$ cat src/rtl/mux2t1_sync.sv
// Registered 2-to-1 selector with valid qualification and a saturating select-transition counter.
// Optional even-parity output o_par is enabled by defining MUX2T1_PARITY_EN.
module mux2t1_sync #(
  parameter int WIDTH = 1,
  parameter int CNT_W = 8
) (
  input  logic             clk,
  input  logic             rst_n,
  input  logic             sel,
  input  logic [WIDTH-1:0] a,
  input  logic [WIDTH-1:0] b,
  input  logic             in_valid,
  output logic [WIDTH-1:0] o,
  output logic             o_valid,
  output logic             sel_q,
  output logic [CNT_W-1:0] sel_changes
`ifdef MUX2T1_PARITY_EN
  ,
  output logic             o_par
`endif
);

  logic [WIDTH-1:0] w_sel_data;
  logic             w_toggle;
  logic             w_cnt_sat;

  logic [WIDTH-1:0] r_o;
  logic             r_vld;
  logic             r_sel_q;
  logic [CNT_W-1:0] r_cnt;

  assign w_sel_data = sel ? b : a;
  assign w_toggle   = in_valid && (sel != r_sel_q);
  assign w_cnt_sat  = &r_cnt;

  always_ff @(posedge clk) begin
    if (!rst_n) begin
      r_o     <= '0;
      r_vld   <= 1'b0;
      r_sel_q <= 1'b0;
      r_cnt   <= '0;
    end else begin
      r_vld <= in_valid;
      if (in_valid) begin
        r_o     <= w_sel_data;
        r_sel_q <= sel;
      end
      // Counter pins at all-ones rather than wrapping.
      if (w_toggle && !w_cnt_sat)
        r_cnt <= r_cnt + CNT_W'(1);
    end
  end

  assign o           = r_o;
  assign o_valid     = r_vld;
  assign sel_q       = r_sel_q;
  assign sel_changes = r_cnt;

`ifdef MUX2T1_PARITY_EN
  logic r_par;

  always_ff @(posedge clk) begin
    if (!rst_n)
      r_par <= 1'b0;
    else if (in_valid)
      r_par <= ^w_sel_data;
  end

  assign o_par = r_par;
`endif

endmodule

$ cat config.mk
export PLATFORM = sky130hd
export DESIGN_NAME = mux2t1_sync
export DESIGN_NICKNAME = d
export VERILOG_FILES = /design/src/rtl/mux2t1_sync.sv
export SDC_FILE = /design/constraint.sdc
export NUM_CORES = 1
export LEC_CHECK = 0
export ABC_AREA = 1
export CELL_PAD_IN_SITES_DETAIL_PLACEMENT = 0
export CELL_PAD_IN_SITES_GLOBAL_PLACEMENT = 1
export CORE_MARGIN = 2
export CORE_UTILIZATION = 28
export DETAILED_ROUTE_END_ITERATION = 10
export GPL_TIMING_DRIVEN = 0
export PLACE_DENSITY = 0.7
export SLEW_MARGIN = 0
export SYNTH_ARGS = -nofsm -noshare
export SYNTH_HDL_FRONTEND = slang
export SYNTH_SLANG_ARGS = --single-unit
$ cat constraint.sdc
create_clock -name clk -period 1.6 [get_ports clk]
set_clock_uncertainty 0.15 [all_clocks]
set_input_delay 0.24 -clock clk [delete_from_list [all_inputs] [get_ports clk]]
set_output_delay 0.24 -clock clk [all_outputs]
set_load 0.02 [all_outputs]
==> summary.md, run 1 <==
| Metric | Value |
|---|---|
| Status | `finished clean` |
| Max-slew headroom | `78.0%` |
| CTS H-tree lvls | `1` |
| Family with the most delay on the worst path | `buffers and inverters` |
| CTS Buffer Depth | `2` |
| Die Span Y | `50.1 microns` |
| Placer Congestion | `0.746` |
| Seq/Total Area, Yosys | `a little under two fifths` |
| Layout net count | `117` |
| Min-Delay Path Class | `register to register` |
| Initial DRT Pass Iterations | `4` |
| CTS sink cnt | `11` |
| YS warnings | `0` |
| Synth top cells by count | `nand2_1 (22), nor2_1 (20), inv_1 (13)` |
| Startpoint types | `register` |
| Number of CTS-inserted buffers | `3` |
| P&R area growth vs syn | `35.8%` |
| Cell row count | `16` |
| N_diodes | `0` |
| Crit. End Element | `output port` |
| DR DRC count | `0` |
| Root Buffer | `clkbuf_4` |
| Final worst slack | `0.0522 ns` |
| Antenna Nets Post-Route | `0` |
| Worst-path cell chain | `clkdlybuf4s50_1` |
| Routed via count | `between 500 and 600` |
| DRT iter0 DRCs | `13` |
| Placed cell area | `just under 800 sq um` |
| I/O pins | `17` |
| Synth cell types | `16` |
| Slowest CP cell | `clkdlybuf4s50_1` |
| Core area | `0.00198 sq mm` |
| Critical Path RT | `1.21 ns` |
| Clock slew at reported path FFs | `0.07 ns` |
| Worst path bufs/invs | `1` |
| First-pass GRT wire length | `1930 microns` |
| Maxcap violations | `0` |
| P_leak | `0.410 nW` |
| Post-synth EDFFs | `0` |
| Area leader, netlist | `dfxtp_1` |
| Setup Fix Bufs, Post-CTS | `0` |
| Worst path depth | `1` |
| Post-synth top area share | `37.1%` |
| Largest net degree at the start of global routing | `11` |
| DP Wirelength | `892 microns` |
| CP arrival | `1.16 ns` |
| Worst skew pair latency | `0.26 ns` |
| Final core occ | `40.7%` |
| Worst-Margin Slew | `~0.33 ns` |
| Via count of the first global-routing pass | `around 450` |
| Largest stage delay, worst path | `0.59 ns` |
| F_max | `646 MHz` |
| Initial antenna violation count | `0` |
| RSZ-0062 raised after global routing | `false` |
| Vias per inst | `4.13` |
| Top-count cell post-synth | `nand2_1` |
| Power, Total | `0.565 mW` |
| Hold-critical path depth | `2` |
| Congestion Overflow GR | `0` |
| Flops & latches, synth | `11` |
| Fillers | `205` |
| IO Port Bufs | `16` |
| Final setup viols | `0` |
| Die ar. | `0.00251 sq mm` |
| CP Class | `register to output port` |
| Synth Cell Area | `594 sq um` |
| Post-synth ARST share | `0%` |
| Final Hold Vio Count | `0` |
| Worst vdd ir | `0.320 mV` |
| GRT Resource Usage Total | `10.2%` |
| Layout cell share with drive strength beyond 1 | `11.0%` |
| Pre-CTS setup slack | `-0.0640 ns` |
| R2R cell count | `8` |
| Setup TNS | `0 ns` |
| Slew Limit Fails | `0` |
| Min cycle time layout | `between 1.5 and 2 ns` |
| Area contributors post-synth | `dfxtp_1 (37%), nand2_1 (14%), nor2_1 (13%), inv_1 (8.2%), nand3_1 (5.9%)` |
| Syn avg cell area | `about 6.7 sq um` |
| Pwr Density | `700 mW/mm^2` |
| Cells after synthesis | `between 80 and 90` |
| Max FO, Critical Path | `1` |
| Starting Density | `30.0%` |
| Final Cycle Share | `between 90% and 100%` |
| Total Wirelength | `1150 microns` |
| Primary FF master, synth | `dfxtp_1` |
| Die width | `50.1 microns` |
| Final Cell Area | `807 sq um` |
| CTS tree | `built` |
| Wirelength per Cell | `about 8.5 microns` |
| Syn Nets | `96` |
-- timing repair --
action / CTS / global route
hold buffers: 0 / 0
resized for setup: 9 / 2
endpoints found under the setup margin: 9 / 4
endpoints found under the hold margin: 0 / 0
cloned: 0 / 0
-- worst paths after layout --
check                                     from              to  slack [ns]
worst max register to register  sel_changes[1]  sel_changes[0]        0.11
worst min-delay path                         o               o        0.37
worst max-delay path                   o_valid         o_valid        0.05
worst min register to register               o               o        0.37
-- power breakdown --
group          internal (mW)  switching, mW  total, mW
combinational         0.0382         0.0450     0.0832
clock                 0.0962         0.0937      0.190
sequential             0.284        0.00827      0.292
-- flip-flops by register name, summed over array words and instances, names as in the netlist --
register,count
o,1
o_valid,1
sel_changes,8
sel_q,1
-- cells in the final DEF (no fill, tap or decap), drive strengths merged --
cell type	netlist	layout
a21boi	1	1
a21oi	1	1
ha	1	1
nand2	25	25
a31oi	1	1
nand3	8	8
dfxtp	11	11
nor2	22	22
dlymetal6s2s	0	1
o21ai	4	4
dlygate4sd2	0	9
xor2	1	1
clkbuf	1	5
clkdlybuf4s50	0	6
inv	13	13
-- layer usage --
layer	GRT usage [%]	wire length (microns)	share of wire, %	vias up
met3	3.64	65	5.6	0
met2	15.6	492	43	14
met1	13.3	595	52	236
met4	2.78	0	0	0
met5	0	0	0	-
li1	-	-	-	312
-- logic make-up (layout without fill, tap and decap cells) --
kind of cell | Yosys count | count (layout) | share of synthesized area [%]
simple gates | 55 | 55 | 41.7
buf+inv | 14 | 34 | 10.5
flops | 11 | 11 | 37.1
compound gates | 7 | 7 | 7.16
fa+ha+maj | 1 | 1 | 2.10
xor+xnor | 1 | 1 | 1.47
-- final cells by class --
cell class,count,area [sq um],share of cell area (%)
clock buffer,4,26.3,3.26
tap,27,33.8,4.19
inverter,13,48.8,6.05
buffer,1,13.8,1.71
multi-input combinational,64,312,38.6
timing repair buffer,16,151,18.8
sequential,11,221,27.4
-- per-stage QoR --
step / std cells / hold slack (ns)
2_1_floorplan: 89 / 0.183
3_3_place_gp: 132 / 0.362
3_5_place_dp: 132 / 0.363
4_1_cts: 136 / 0.378
5_1_grt: 136 / 0.394
6_report: 136 / 0.373
Power figures use the tool's default switching activity.
==> inputs of run 2 (changes only) <==
CAP_MARGIN = 40   (was default)
CTS_BUF_LIST = sky130_fd_sc_hd__clkbuf_8   (was default)
==> summary.md, run 2 (synthesis results as in run 1) <==
| Metric | Value |
|---|---|
| Status | `finished clean` |
| Layout cell share with drive strength beyond 1 | `11.9% (+0.92 points)` |
| Seq pwr share | `45.1% (-6.6 points)` |
| Final Hold Vio Count | `0 (unchanged)` |
| Fin Hold WS | `0.373 ns (-0.000598 ns)` |
| Root Buffer | `clkbuf_8` |
| Final Cycle Share | `96.8% (about the same)` |
| Slew Limit Fails | `0 (unchanged)` |
| Critical Path RT | `1.21 ns (about the same)` |
| P&R area growth vs syn | `39.6%` |
| CTS H-tree lvls | `1 (unchanged)` |
| Congestion Overflow GR | `0 (unchanged)` |
| CTS Buffer Depth | `2 (unchanged)` |
| Pint | `0.492 mW (+18%)` |
| Clock slew at reported path FFs | `0.05 ns (-0.02 ns)` |
| Layout net count | `117 (unchanged)` |
| Die Span Y | `50.1 microns (unchanged)` |
| Worst-path cell chain | `clkdlybuf4s50_1` |
| R2R cell count | `8 (unchanged)` |
| CTS tree | `built` |
| Largest stage delay, worst path | `0.60 ns (about the same)` |
| Routed via count | `568 (+1.1%)` |
| Combinational Power Share | `12.9% (-1.8 points)` |
| DRT iter0 DRCs | `13 (unchanged)` |
| Total Wirelength | `1180 microns (+2.5%)` |
| Worst vdd ir | `0.385 mV (+20%)` |
| Max-slew headroom | `78.0% (about the same)` |
| Family with the most delay on the worst path | `buffers and inverters` |
| Antenna Nets Post-Route | `0 (unchanged)` |
| R2R setup slack | `0.12 ns (about the same)` |
| Most frequent cells in the layout | `nand2_1 (22), nor2_1 (20), inv_1 (14)` |
| Core area | `0.00198 sq mm (unchanged)` |
| DR DRC count | `0 (unchanged)` |
| Reg2Reg Launch Point | `sel_changes[1]` |
| IO Port Bufs | `16 (unchanged)` |
| Worst-Margin Slew | `0.329 ns (+0.000000119 ns)` |
| Min-delay src | `o` |
| Crit. End Element | `output port` |
| Worst path bufs/invs | `1 (unchanged)` |
| Starting Density | `30.0% (unchanged)` |
| Most common cell after layout, fill and taps aside | `nand2_1` |
| Via count of the first global-routing pass | `451 (-0.44%)` |
| Startpoint types | `register` |
| F_max | `646 MHz (about the same)` |
| Max FO, Critical Path | `2 (+1)` |
| Final core occ | `41.9% (+1.1 points)` |
| Switch share | `24.3% (-1.7 points)` |
| Final setup viols | `0 (unchanged)` |
| Min cycle time layout | `1.55 ns (+0.000560 ns)` |
| First-pass GRT wire length | `1940 microns (+0.31%)` |
| CP arrival | `1.16 ns (about the same)` |
| NetSw | `0.158 mW (+7.6%)` |
| DP Wirelength | `892 microns (unchanged)` |
| I/O pins | `17 (unchanged)` |
| Worst skew pair latency | `0.23 ns (-0.03 ns)` |
| CTS sink cnt | `11 (unchanged)` |
| Slowest CP cell | `clkdlybuf4s50_1` |
| Setup TNS | `0 ns (unchanged)` |
| Initial DRT Pass Iterations | `4 (unchanged)` |
| Initial antenna violation count | `0 (unchanged)` |
| Maxcap violations | `0 (unchanged)` |
| RSZ-0062 raised after global routing | `false` |
| Cell row count | `16 (unchanged)` |
| Die ar. | `0.00251 sq mm (unchanged)` |
| Setup Fix Bufs, Post-CTS | `0 (unchanged)` |
| Pwr Density | `784 mW/mm^2 (+12%)` |
| R2r endpoint | `sel_changes[0]` |
| P_leak | `0.419 nW (+2.1%)` |
| Min-Delay Path Class | `register to register` |
| GRT Resource Usage Total | `10.2% (unchanged)` |
| Number of CTS-inserted buffers | `3 (unchanged)` |
| Hold-critical path depth | `2 (unchanged)` |
| Wirelength per Cell | `8.69 microns (+2.5%)` |
| Worst path depth | `1 (unchanged)` |
| N_diodes | `0 (unchanged)` |
| Clock power share | `42.0% (+8.4 points)` |
| Max FFs per register | `8 (unchanged)` |
| Placer Congestion | `0.746 (unchanged)` |
| Vias per inst | `4.18 (+1.1%)` |
| Die width | `50.1 microns (unchanged)` |
| CP Class | `register to output port` |
| Hold Path Sink | `o` |
| Largest net degree at the start of global routing | `11 (unchanged)` |
run 2: changes by cell type in the layout (fill, tap and decap cells not counted), sizes merged:
cell	delta
clkbuf	-1
clkdlybuf4s50	+1
dlygate4sd2	-1
inv	+1
run 2: layout make-up:
type	count	area, sq um
tap	27	33.8
inverter	13	48.8
clock inverter	1	3.75
multi-input combinational	64	314
timing repair buffer	16	153
buffer	1	13.8
sequential	11	221
fill	206	1150
clock buffer	3	41.3
run 2: how the worst max path moves through the flow:
stage                   startpoint              to  slack, ns
detailed placement        in_valid  sel_changes[1]      -0.06
finish                           o               o       0.05
CTS                 sel_changes[7]  sel_changes[7]       0.01
global placement          in_valid  sel_changes[1]      -0.05
floorplan           sel_changes[0]  sel_changes[0]       0.08
global route                     o               o       0.02
run 2: power groups by stage:
stage	sequential (mW)	clock (mW)	combinational, mW
after global placement	0.298	0	0.0885
after detailed placement	0.298	0	0.0885
after CTS	0.292	0.281	0.0847
after floorplan	0.309	0	0.0375
after global routing	0.294	0.302	0.0908
final	0.293	0.273	0.0841
run 2: what timing repair did:
item / in CTS / in global routing
hold buffers: 0 / 0
setup endpoints to repair: 8 / 4
gates resized for setup: 8 / 3
run 2: metal layers:
layer,vias up,part of all wire [%],GRT usage [%]
li1,313,-,-
met1,240,51,13.5
met2,15,43,15.4
met3,0,5.6,3.64
met4,0,0,2.78
met5,-,0,0
run 2: through the flow:
step	power (mW)	instances	cell area (sq um)	setup WS (ns)
6_report	0.650	136	830	0.0517
4_1_cts	0.658	136	823	0.0101
3_5_place_dp	0.387	132	788	-0.0640
3_3_place_gp	0.386	132	788	-0.0543
2_1_floorplan	0.346	89	594	0.0824
5_1_grt	0.687	136	830	0.0152
